## config.mk

```make
export PLATFORM = sky130hd
export DESIGN_NAME = repl_policy_set_flat
export DESIGN_NICKNAME = d
export VERILOG_FILES = /design/src/rtl/repl_policy_set_if.sv /design/src/rtl/repl_policy_set.sv /design/src/flat_wrapper.sv
export SDC_FILE = /design/constraint.sdc
export NUM_CORES = 1
export LEC_CHECK = 0
export ABC_CLOCK_PERIOD_IN_PS = 5000
export CAP_MARGIN = 20
export CELL_PAD_IN_SITES_DETAIL_PLACEMENT = 1
export CELL_PAD_IN_SITES_GLOBAL_PLACEMENT = 1
export CORE_MARGIN = 4
export CORE_UTILIZATION = 45
export CTS_CLUSTER_DIAMETER = 80
export CTS_CLUSTER_SIZE = 24
export DETAILED_ROUTE_END_ITERATION = 10
export GPL_TIMING_DRIVEN = 0
export HOLD_SLACK_MARGIN = 0.1
export PLACE_DENSITY_LB_ADDON = 0.1
export SYNTH_ARGS = -nofsm -noshare
export SYNTH_HDL_FRONTEND = slang
export SYNTH_SLANG_ARGS = --single-unit
```

## constraint.sdc

```tcl
create_clock -name clk -period 5 [get_ports clk]
set_input_delay 0.5 -clock clk [delete_from_list [all_inputs] [get_ports clk]]
set_output_delay 0.5 -clock clk [all_outputs]
set_load 0.02 [all_outputs]
```

## src/rtl/repl_policy_set_if.sv

```systemverilog
// Lookup/update bus between the cache controller and the per-set
// replacement-way generator.
//   master : cache controller (drives lookup and update, reads the victim way)
//   slave  : repl_policy_set
interface repl_policy_set_if #(
    parameter int SET_ASSOC = 4,
    parameter int NUM_SETS  = 64
);
    localparam int IW = $clog2(SET_ASSOC);
    localparam int SW = $clog2(NUM_SETS);

    logic [SW-1:0]        lkp_set;
    logic [SET_ASSOC-1:0] lkp_valid;
    logic [IW-1:0]        repl_index;
    logic                 upd_en;
    logic [SW-1:0]        upd_set;
    logic [IW-1:0]        upd_way;
    logic                 upd_fill;

    modport master (
        output lkp_set, lkp_valid, upd_en, upd_set, upd_way, upd_fill,
        input  repl_index
    );

    modport slave (
        input  lkp_set, lkp_valid, upd_en, upd_set, upd_way, upd_fill,
        output repl_index
    );
endinterface

```

## src/rtl/repl_policy_set.sv

```systemverilog
// Per-set replacement-way generator for the set-associative caches.
// POLICY: 0 = FIFO victim pointer, 1 = tree pseudo-LRU, 2 = LFSR random.
// Invalid ways are always chosen first (lowest invalid index).
// Optional macro REPL_BYPASS_EN: a same-cycle update to the looked-up set
// is forwarded into repl_index (write-before-read). Without it the lookup
// sees the state as it was before this cycle's update.
module repl_policy_set #(
    parameter int          SET_ASSOC = 4,
    parameter int          NUM_SETS  = 64,
    parameter int          POLICY    = 1,
    parameter logic [15:0] LFSR_SEED = 16'hACE1
) (
    input  logic             clk,
    input  logic             rst_n,
    repl_policy_set_if.slave bus
);
    localparam int IW = $clog2(SET_ASSOC);
    localparam int TW = SET_ASSOC - 1;

    logic          inv_found_s;
    logic [IW-1:0] inv_idx_s;
    logic [IW-1:0] policy_idx_s;

    // Walk the heap-ordered tree from the root; a 0 bit means go left.
    function automatic logic [IW-1:0] plru_victim(input logic [TW-1:0] t);
        int node;
        node = 0;
        for (int l = 0; l < IW; l++) begin
            node = 2 * node + 1 + int'(t[node]);
        end
        return IW'(node - TW);
    endfunction

    // Make every node on the path to way w point away from w.
    function automatic logic [TW-1:0] plru_touch(input logic [TW-1:0] t,
                                                 input logic [IW-1:0] w);
        logic [TW-1:0] r;
        logic          d;
        int            node;
        r    = t;
        node = 0;
        for (int l = 0; l < IW; l++) begin
            d       = w[IW-1-l];
            r[node] = ~d;
            node    = 2 * node + 1 + int'(d);
        end
        return r;
    endfunction

    // Lowest-index invalid way, scanned from the top so the lowest wins.
    always_comb begin
        inv_found_s = 1'b0;
        inv_idx_s   = '0;
        for (int i = SET_ASSOC - 1; i >= 0; i--) begin
            if (!bus.lkp_valid[i]) begin
                inv_found_s = 1'b1;
                inv_idx_s   = IW'(i);
            end else begin
                inv_found_s = inv_found_s;
            end
        end
    end

    generate
        if (POLICY == 0) begin : g_fifo
            logic [IW-1:0] ptr_q [NUM_SETS];
            logic [IW-1:0] ptr_d;

            // Victim pointer after a fill: the way following the filled one.
            always_comb begin
                ptr_d = bus.upd_way + IW'(1);
            end

            // Pointer array: cleared on reset, advanced on fills only.
            always_ff @(posedge clk) begin
                if (!rst_n) begin
                    for (int s = 0; s < NUM_SETS; s++) begin
                        ptr_q[s] <= '0;
                    end
                end else if (bus.upd_en && bus.upd_fill) begin
                    ptr_q[bus.upd_set] <= ptr_d;
                end
            end

            // Victim from the looked-up set's pointer.
            always_comb begin
`ifdef REPL_BYPASS_EN
                if (bus.upd_en && bus.upd_fill && (bus.upd_set == bus.lkp_set)) begin
                    policy_idx_s = ptr_d;
                end else begin
                    policy_idx_s = ptr_q[bus.lkp_set];
                end
`else
                policy_idx_s = ptr_q[bus.lkp_set];
`endif
            end
        end else if (POLICY == 1) begin : g_plru
            logic [TW-1:0] tree_q [NUM_SETS];
            logic [TW-1:0] tree_d;

            // Next tree for the set being accessed.
            always_comb begin
                tree_d = plru_touch(tree_q[bus.upd_set], bus.upd_way);
            end

            // Tree array: cleared on reset, touched on hits and fills.
            always_ff @(posedge clk) begin
                if (!rst_n) begin
                    for (int s = 0; s < NUM_SETS; s++) begin
                        tree_q[s] <= '0;
                    end
                end else if (bus.upd_en) begin
                    tree_q[bus.upd_set] <= tree_d;
                end
            end

            // Victim from the looked-up set's tree.
            always_comb begin
`ifdef REPL_BYPASS_EN
                if (bus.upd_en && (bus.upd_set == bus.lkp_set)) begin
                    policy_idx_s = plru_victim(tree_d);
                end else begin
                    policy_idx_s = plru_victim(tree_q[bus.lkp_set]);
                end
`else
                policy_idx_s = plru_victim(tree_q[bus.lkp_set]);
`endif
            end
        end else if (POLICY == 2) begin : g_rand
            logic [15:0] lfsr_q;
            logic [15:0] lfsr_d;

            // Fibonacci LFSR, taps 16,14,13,11 in right-shift form
            // (bits 0,2,3,5 feed the new MSB).
            always_comb begin
                lfsr_d = {lfsr_q[0] ^ lfsr_q[2] ^ lfsr_q[3] ^ lfsr_q[5], lfsr_q[15:1]};
            end

            // Shared LFSR: seeded on reset, free-running otherwise.
            always_ff @(posedge clk) begin
                if (!rst_n) begin
                    lfsr_q <= LFSR_SEED;
                end else begin
                    lfsr_q <= lfsr_d;
                end
            end

            // Victim from the low LFSR bits.
            always_comb begin
`ifdef REPL_BYPASS_EN
                policy_idx_s = lfsr_d[IW-1:0];
`else
                policy_idx_s = lfsr_q[IW-1:0];
`endif
            end
        end else begin : g_bad_policy
            $error("repl_policy_set: POLICY must be 0, 1 or 2");
            assign policy_idx_s = '0;
        end

        if ((SET_ASSOC < 2) || (SET_ASSOC > 16) || ((1 << IW) != SET_ASSOC)) begin : g_bad_assoc
            $error("repl_policy_set: SET_ASSOC must be a power of 2 in 2..16");
        end
        if (LFSR_SEED == 16'h0000) begin : g_bad_seed
            $error("repl_policy_set: LFSR_SEED must be non-zero");
        end
    endgenerate

    // Invalid ways take priority over the policy's choice.
    always_comb begin
        if (inv_found_s) begin
            bus.repl_index = inv_idx_s;
        end else begin
            bus.repl_index = policy_idx_s;
        end
    end
endmodule

```

## src/flat_wrapper.sv

```systemverilog
// flat-port wrapper written by rule: the top's interface ports become plain ports
module repl_policy_set_flat 
#(
    parameter int          SET_ASSOC = 4,
    parameter int          NUM_SETS  = 64,
    parameter int          POLICY    = 1,
    parameter logic [15:0] LFSR_SEED = 16'hACE1
)
  (clk, rst_n, bus_lkp_set, bus_lkp_valid, bus_upd_en, bus_upd_set, bus_upd_way, bus_upd_fill, bus_repl_index);
  repl_policy_set_if #(.SET_ASSOC(SET_ASSOC), .NUM_SETS(NUM_SETS)) bus_i ();
  input  logic clk;
  input  logic rst_n;
  input wire logic [$bits(bus_i.lkp_set)-1:0] bus_lkp_set;
  input wire logic [$bits(bus_i.lkp_valid)-1:0] bus_lkp_valid;
  input wire logic [$bits(bus_i.upd_en)-1:0] bus_upd_en;
  input wire logic [$bits(bus_i.upd_set)-1:0] bus_upd_set;
  input wire logic [$bits(bus_i.upd_way)-1:0] bus_upd_way;
  input wire logic [$bits(bus_i.upd_fill)-1:0] bus_upd_fill;
  output wire logic [$bits(bus_i.repl_index)-1:0] bus_repl_index;
  assign bus_i.lkp_set = bus_lkp_set;
  assign bus_i.lkp_valid = bus_lkp_valid;
  assign bus_i.upd_en = bus_upd_en;
  assign bus_i.upd_set = bus_upd_set;
  assign bus_i.upd_way = bus_upd_way;
  assign bus_i.upd_fill = bus_upd_fill;
  assign bus_repl_index = bus_i.repl_index;
  repl_policy_set #(.SET_ASSOC(SET_ASSOC), .NUM_SETS(NUM_SETS), .POLICY(POLICY), .LFSR_SEED(LFSR_SEED)) u_core (.clk(clk), .rst_n(rst_n), .bus(bus_i));
endmodule
```

# == Word-level counts from Yosys, hierarchy flattened ==
# Memory sizes are Yosys's and may differ from the RTL's.
# Cells that the tools add are included.
# classes
reduce_logical,2
bitwise_logic,2
n_addsub,5
mux,22
n_lt_le_gt_ge,3
# op_table
op,count
$ge 32x1->1 const B,1
$lt 32x4->1 const B,1
$mux 1,12
$mux 2,5
$mux 6,1
$add 1x1->2 const A,2
$bwmux 3,1
$lt 2x3->1 const B,1
$mux 3,1
$reduce_or 3->1,1
$add 2x2->2,1
$add 2x2->2 const B,1
$bmux 1 s2,1
$demux 1 s2,1
$not 1->1,2
$sub 2x1->2 const B,1
$logic_and 1x1->1,1
# totals
word_cells,35
out_inout_bits,2
in_bits,22
ramBits,192
register_bits,0
memories,1
# memory_table
memory,words,width,rd,rd_ports_with_merged_regs,wr,line_no,source
u_core.g_plru.tree_q,64,3,2,0,64,repl_policy_set.sv:98,logic [TW-1:0] tree_q [NUM_SETS];

# == Depth between registers and ports, before layout ==
# Gate-level depths: netlist (run 1).
# An unclocked memory read counts as a cell.
# logic_depth
depth_word,8
ltp_mapped,13
ltp_nobuf,7

# == Least setup slack after synthesis (run 1) ==
# OpenSTA, ideal clock, no wires.
# synth_path
path_type,in2out
start,in bus_lkp_set[0]
end,out bus_repl_index[0]
setup_slack_ns,1.769
stages,9
t_arrival_ns,2.731
t_required_ns,4.500
n_path_buf,3
path_cell_list,clkbuf_1 > buf_2 > clkbuf_1 > nor2b_1 > a22oi_1 > o211ai_1 > and3_1 > mux2_2 > a21oi_1
# synth_via
elab_chain_len,8
# synth_lines
item,line_no,source
start: declaration,flat_wrapper.sv:13,input wire logic [$bits(bus_i.lkp_set)-1:0] bus_lkp_set;
$mem_v2 64x3 (*),-,
$add 1x1->2,repl_policy_set.sv:29,node = 2 * node + 1 + int'(t[node]);
$bmux 1 s2 (*),repl_policy_set.sv:29,
$mux 1 (implied by the code) (*) (2 in series),repl_policy_set.sv:29,
$add 2x2->2 (*),repl_policy_set.sv:29,
$sub 2x1->2 (*),repl_policy_set.sv:31,return IW'(node - TW);
$mux 2 (*),repl_policy_set.sv:171,if (inv_found_s) begin
end: declaration,flat_wrapper.sv:19,output wire logic [$bits(bus_i.repl_index)-1:0] bus_repl_index;
# Mark *: on every way between the ends. The rest lies on a longest branch, timed or not. The select of a mux whose other input is x is not followed.

# == Final worst setup path (run 1) ==
# layout_path
start,in bus_lkp_set[1]
end,out bus_repl_index[0]
# The elaborated chain is that of the path after synthesis.

==> metrics, run 1 <==
status complete, no violations; final core occ roughly half; htree depth 4; CTS Hold Bufs 0; Rows 54; overall routing resource usage a little under a third; first-pass GRT wire length approximately 57000 um; Mean Syn Cell Area about 12 um^2; Post-Syn Instances 879; Period Utilization, post-route 94.66%; Root Driver clkbuf_16; Setup violations, final 0; combinational power share 13.6%; Seq cells post-synth ~190; Top reg by flops u_core.g_plru.tree_q; area grow syn2layout 11.71%; Register Area 0.005766 mm^2; Hold Path Class in2reg; number of fill cells in the layout around 2300; Critical Path Fanout Max 10; Startpoint Class input pin; largest registers u_core.g_plru.tree_q: 192 flops; layout net count 947; antenna-violating nets left 0; unrepaired setup endpoints after global routing false; clk buf depth 2; largest net degree at the start of global routing 19; Max Slew Vio Count 0; Crit path arrival time 4.23 ns; DRT iter0 DRCs 985; Initial Util 46.35%; Worst setup EP type primary output; antenna violations before repair 1; final std cells w/o fill 1218; Core Footprint 0.02209 mm^2; critical path, cell by cell clkdlybuf4s50_1 -> clkbuf_4 -> clkbuf_2 -> buf_8 -> mux2i_1 -> nand3_1 -> nand4_1 -> and4_1 -> mux2i_1 -> o221ai_1 -> a21oi_1 -> clkdlybuf4s50_1; DPL Wire Length 29290 um; pwr/cell area 325.7 mW/mm^2; largest cells by area after synthesis edfxtp_1, mux4_2, nor2_1, nand2_1, mux2i_1; Max Fclk 0.2113 GHz; Final Hold Viols 0; area leader, netlist edfxtp_1; CP Class in2out; proportion of power drawn by the clock network 36.1%; DRC Markers 0; Pleak between 4 and 5 nW; vias about 8100; CTS tree done; die area 0.02523 mm^2; routed wire length between 30000 and 40000 um; max reg flops 192; TritonCTS Buffers 17; routed wire length per instance 32.38 um; post-route cell area 0.01144 mm^2; gpl congestion 0.9622; min cycle time layout 4.733 ns; Worst slew margin between 10% and 20%; DRT Pass-1 Iters 5; Critical Path Max Stage Delay between 0.6 and 0.7 ns; vias in the first global route 8195; Slew @ Worst Pin about 1.2 ns; area of the multi-input gates between 0.004 and 0.005 mm^2; max cap viols 0; Die W 158.9 um; postcts setup bufs 0; post-CTS sizing 2; CTS clk-pin slew, worst paths ~0.08 ns; Die Span Y 158.9 um; Placed Cells 1184; Most used DFF post-synth edfxtp_1; net switching power 1.067 mW; antenna cells 0; area post-placement ~0.011 mm^2; maximum vdd drop 0.2289 mV; port bufs 18; synth unique cells 54; Syn Nets 901; Synth top area share 56.30%; drt via density 6.620; Worst Skew 0.008764 ns; worst reg2reg setup slack about 1.5 ns; clk_lat worst skew 0.46 ns; Mapped Area 0.01024 mm^2; CP Data Required Time 4.50 ns; sequential element share of the synthesized area 56.30%; asr flop ratio synth 0%; sequential share of power 50.3%; total power about 3.7 mW; I/O pins 24; Clock Sinks 192; Ys Warns 0; Sw Ratio 28.65%; total global routing overflow 0; Worst path slowest cell clkdlybuf4s50_1; Internal Power 2.659 mW; number of enable flip-flop cells after synthesis around 190; share of cells above drive strength 1 between 10% and 20%
==> stage by stage <==
| step | setup slack [ns] | setup TNS [ns] | hold WS, ns |
|---|---|---|---|
| after CTS | 0.05003 | 0 | 0.8252 |
| after global routing | 0.1205 | 0 | 0.8597 |
| final | 0.2670 | 0 | 0.8503 |
| after floorplan | 1.769 | 0 | 0.8228 |
| after global placement | -0.1298 | -0.1298 | 1.173 |
| after detailed placement | -0.01126 | -0.01126 | 1.181 |
==> routing by layer <==
layer	global-route usage [%]	wire, um	up-vias
met5	0	13	-
met4	11.72	1449	2
met3	10.26	4354	106
met2	47.91	17690	492
met1	41.99	15920	4123
li1	-	-	3340
==> worst max-delay path: cells and delay by family <==
kind	cells	cell delay (ns)
buffers and inverters	5	2.01
and+or+nand+nor	3	0.56
muxes	2	0.81
AOI/OAI and AO/OA	2	0.33
==> cells in the final DEF (no fill, tap or decap), types with 9 or more instances in the layout <==
| cell | instances |
|---|---|
| mux2_2 | 14 |
| edfxtp_1 | 192 |
| buf_6 | 14 |
| nor2b_1 | 9 |
| inv_1 | 10 |
| clkbuf_16 | 17 |
| clkdlybuf4s50_1 | 18 |
| nor3_1 | 30 |
| buf_2 | 21 |
| nand2_1 | 166 |
| a22oi_1 | 16 |
| nor2_1 | 175 |
| nand3_1 | 11 |
| nor2_2 | 17 |
| clkbuf_1 | 28 |
| mux2i_1 | 27 |
| mux4_2 | 48 |
| a221oi_1 | 11 |
| a21oi_1 | 17 |
==> cell usage after synthesis, types with 3 or more instances <==
| library cell | n |
|---|---|
| mux2_2 | 14 |
| buf_6 | 7 |
| and3_1 | 4 |
| o2bb2ai_1 | 3 |
| a22oi_1 | 16 |
| o21ai_0 | 7 |
| clkbuf_1 | 28 |
| a221oi_1 | 11 |
| mux4_2 | 48 |
| edfxtp_1 | 192 |
| buf_2 | 20 |
| nor2b_1 | 9 |
| a21oi_1 | 17 |
| nand4_1 | 3 |
| a211oi_1 | 4 |
| nor3_1 | 32 |
| nand3_1 | 11 |
| o211ai_1 | 5 |
| nor2_1 | 175 |
| nor2_2 | 17 |
| inv_1 | 10 |
| mux2i_1 | 27 |
| buf_1 | 6 |
| a22o_1 | 3 |
| a221o_1 | 4 |
| mux4_1 | 3 |
| nand2_1 | 166 |
==> kinds of logic after synthesis <==
group	count (synthesis)	share of synthesized area (%)
muxes	93	15.65
buffers and inverters	75	3.776
AOI/OAI and AO/OA	88	6.672
and+or+nand+nor	431	17.60
DFF	192	56.30
==> layout make-up <==
cell class | count | share of cell area (%)
inverter | 12 | 0.3938
multi-input combinational | 612 | 35.82
clock buffer | 19 | 3.785
clock inverter | 13 | 1.028
timing repair buffer | 27 | 2.439
tap | 280 | 3.063
buffer | 63 | 3.063
sequential | 192 | 50.40
==> power groups by stage <==
stage | Sequential, mW | Combinational [mW] | Clock (mW)
3_5_place_dp | 1.91 | 0.493 | 0
4_1_cts | 1.87 | 0.495 | 1.34
2_1_floorplan | 1.88 | 0.297 | 0
3_3_place_gp | 1.91 | 0.481 | 0
5_1_grt | 1.88 | 0.526 | 1.41
6_report | 1.87 | 0.508 | 1.34
==> final timing paths <==
path                                                   from                           to  cells past startpoint
worst max-delay path                         bus_lkp_set[1]            bus_repl_index[0]                     12
worst min-delay path                         bus_upd_set[4]  u_core.g_plru.tree_q[36][1]                      4
worst max register to register   u_core.g_plru.tree_q[7][2]  u_core.g_plru.tree_q[30][2]                     10
worst min register to register  u_core.g_plru.tree_q[57][1]  u_core.g_plru.tree_q[52][1]                      6
Power figures use the tool's default switching activity.
==> run 2: changes to the inputs <==
- CAP_MARGIN: 20 -> 30
- CORE_UTILIZATION: 45 -> 50
==> run 2 against run 1 <==
Effect of this change: utilization grew 5.2 points; power is 1.6% higher; final area is 0.45% higher; clock skew is 0.0060 ns higher; die area down 9.5%; critical path type unchanged; critical endpoint unchanged; largest cell class unchanged; highest routed layer is now met4.
==> metrics, run 2 (synthesis gave the netlist of run 1 again) <==
max reg flops 192 (unchanged); DRT Pass-1 Iters 6 (was 5); Hold Path Class in2reg (unchanged); DRT iter0 DRCs 1065 (was 985); TritonCTS Buffers 17 (unchanged); vias 8248 (was 8063); CP Launch Point bus_lkp_set[1] (unchanged); Worst slew margin 27.81% (was 17.13%); die area 0.02283 mm^2 (was 0.02523 mm^2); net switching power 1.111 mW (was 1.067 mW); largest registers u_core.g_plru.tree_q: 192 flops (unchanged); CP Data Required Time 4.50 ns (about the same); Final Hold Viols 0 (unchanged); worst reg2reg setup slack 1.51 ns (about the same); Slew @ Worst Pin 1.079 ns (was 1.238 ns); proportion of power drawn by the clock network 37.2% (was 36.1%); Max Fclk 0.2077 GHz (was 0.2113 GHz); critical path, cell by cell clkdlybuf4s50_1 -> buf_2 -> buf_1 -> mux2i_1 -> nand2_1 -> nand4_1 -> and4_1 -> mux2i_1 -> o221ai_1 -> a21oi_1 -> clkdlybuf4s50_1 (was clkdlybuf4s50_1 -> clkbuf_4 -> clkbuf_2 -> buf_8 -> mux2i_1 -> nand3_1 -> nand4_1 -> and4_1 -> mux2i_1 -> o221ai_1 -> a21oi_1 -> clkdlybuf4s50_1); Critical Path End bus_repl_index[0] (unchanged); FF-to-FF Start u_core.g_plru.tree_q[7][2] (unchanged); commonest non-fill, non-tap cell in the layout edfxtp_1 (unchanged); CP Class in2out (unchanged); Startpoint Class input pin (unchanged); Reg2Reg Depth 10 (unchanged); port bufs 18 (unchanged); Clock Sinks 192 (unchanged); met3 Resource Use GR 9.306% (was 10.26%); I/O pins 24 (unchanged); status complete, no violations (unchanged); CTS tree done (unchanged); Top delay family on crit path buffers and inverters (unchanged); vias in the first global route 8430 (was 8195); Worst Skew 0.01479 ns (was 0.008764 ns); max cap viols 0 (unchanged); first-pass GRT wire length 56690 um (was 56930 um); pwr/cell area 329.6 mW/mm^2 (was 325.7 mW/mm^2); layout net count 950 (was 947); antenna violations before repair 0 (was 1); gpl congestion 0.9881 (was 0.9622); routed wire length per instance 32.23 um (was 32.38 um); Critical Path Max Stage Delay 0.78 ns (was 0.62 ns); Sw Ratio 29.35% (was 28.65%); total global routing overflow 0 (unchanged); clk_lat worst skew 0.47 ns (was 0.46 ns); routed wire length 39030 um (was 39440 um); CTS clk-pin slew, worst paths 0.08 ns (about the same); area of the multi-input gates 0.004098 mm^2 (unchanged); Internal Power 2.676 mW (was 2.659 mW); Root Driver clkbuf_16 (unchanged); number of fill cells in the layout 2099 (was 2346); Rows 52 (was 54); DRC Markers 0 (unchanged); Core Footprint 0.02017 mm^2 (was 0.02209 mm^2); met1 usage 47.37% (was 41.99%); Max Slew Vio Count 0 (unchanged); cell depth of the worst setup path 11 (was 12); Critical Path Fanout Max 10 (unchanged); combinational power share 13.3% (was 13.6%); Worst setup EP type primary output (unchanged); Placed Cells 1179 (was 1184); maximum vdd drop 0.2215 mV (was 0.2289 mV); overall routing resource usage 35.84% (was 31.29%); clk buf depth 2 (unchanged); drt via density 6.811 (was 6.620); antenna cells 0 (unchanged); sequential share of power 49.5% (was 50.3%); min cycle time layout 4.814 ns (was 4.733 ns); Pleak 4.135 nW (was 4.104 nW); area grow syn2layout 12.21% (was 11.71%); Period Utilization, post-route 96.27% (was 94.66%); antenna-violating nets left 0 (unchanged); CTS Hold Bufs 0 (unchanged); gr busiest metal met2 (unchanged); Initial Util 50.77% (was 46.35%); most frequent cells in the layout edfxtp_1, nor2_1, nand2_1 (unchanged); hold slack 0.6866 ns (was 0.8503 ns); share of cells above drive strength 1 17.22% (was 16.95%); Buf/Inv on CP 4 (was 5); final std cells w/o fill 1211 (was 1218); DPL Wire Length 29030 um (was 29290 um); largest net degree at the start of global routing 21 (was 19); Worst path slowest cell buf_1 (was clkdlybuf4s50_1); worst flop-to-flop path endpoint u_core.g_plru.tree_q[30][2] (unchanged); Die Span Y 151.1 um (was 158.9 um); Register Area 0.005766 mm^2 (unchanged); htree depth 4 (unchanged); Top reg by flops u_core.g_plru.tree_q (unchanged); Crit path arrival time 4.31 ns (was 4.23 ns); unrepaired setup endpoints after global routing false (unchanged); Die W 151.1 um (was 158.9 um); global routing usage on met2 55.37% (was 47.91%); Setup violations, final 0 (unchanged)
-- run 2: how the worst min path moves through the flow --
| stage | startpoint | end | cells after the start |
|---|---|---|---|
| after floorplan | bus_upd_way[1] | u_core.g_plru.tree_q[54][1] | 2 |
| final | bus_upd_set[4] | u_core.g_plru.tree_q[0][1] | 4 |
| after global routing | bus_upd_set[4] | u_core.g_plru.tree_q[0][0] | 4 |
| after global placement | u_core.g_plru.tree_q[57][1] | u_core.g_plru.tree_q[54][1] | 6 |
| after detailed placement | bus_upd_set[4] | u_core.g_plru.tree_q[0][0] | 4 |
| after CTS | bus_upd_set[4] | u_core.g_plru.tree_q[0][1] | 4 |
-- run 2: cell type report --
cell class | count | share of cell area [%]
flip-flops and latches | 192 | 50.18
well taps | 270 | 2.940
inverters | 12 | 0.3920
plain buffers | 63 | 3.006
clock inverters | 14 | 1.416
repair buffers | 30 | 2.668
clock buffers | 18 | 3.735
multi-input cells | 612 | 35.66
-- run 2: tightest hold or removal path, cell delays in order --
cell and delay, ns:
buf_2 0.20, nor3_1 0.10, nand2_1 0.13, nor2_1 0.06
-- run 2: metal layers --
metal,share of wire [%],routed length (um),vias up
met3,13,4890,152
met1,37,14340,4102
met5,0,0,-
li1,-,-,3351
met4,5.3,2087,0
met2,45,17720,643
-- run 2: metrics by stage --
stage	cell area (um^2)	worst slack [ns]	power [mW]	setup TNS [ns]	utilization (%)
floorplan	10240	1.769	2.179	0	-
detailed placement	10890	0.05042	2.393	0	54.01
CTS	11490	0.03497	3.759	0	56.95
global route	11490	0.08649	3.863	0	56.97
global placement	10760	-0.05543	2.374	-0.05543	53.34
finish	11490	0.1863	3.787	0	56.97
-- run 2: power groups by stage --
stage	Combinational, mW	Sequential, mW	Clock (mW)
detailed placement	0.484	1.91	0
finish	0.504	1.88	1.41
global placement	0.469	1.90	0
global route	0.521	1.88	1.46
CTS	0.488	1.87	1.40
floorplan	0.297	1.88	0
-- run 2: what timing repair did --
action,in CTS,in global routing
gates resized for setup,0,7
buffers inserted,0,0
setup endpoints to repair,0,1
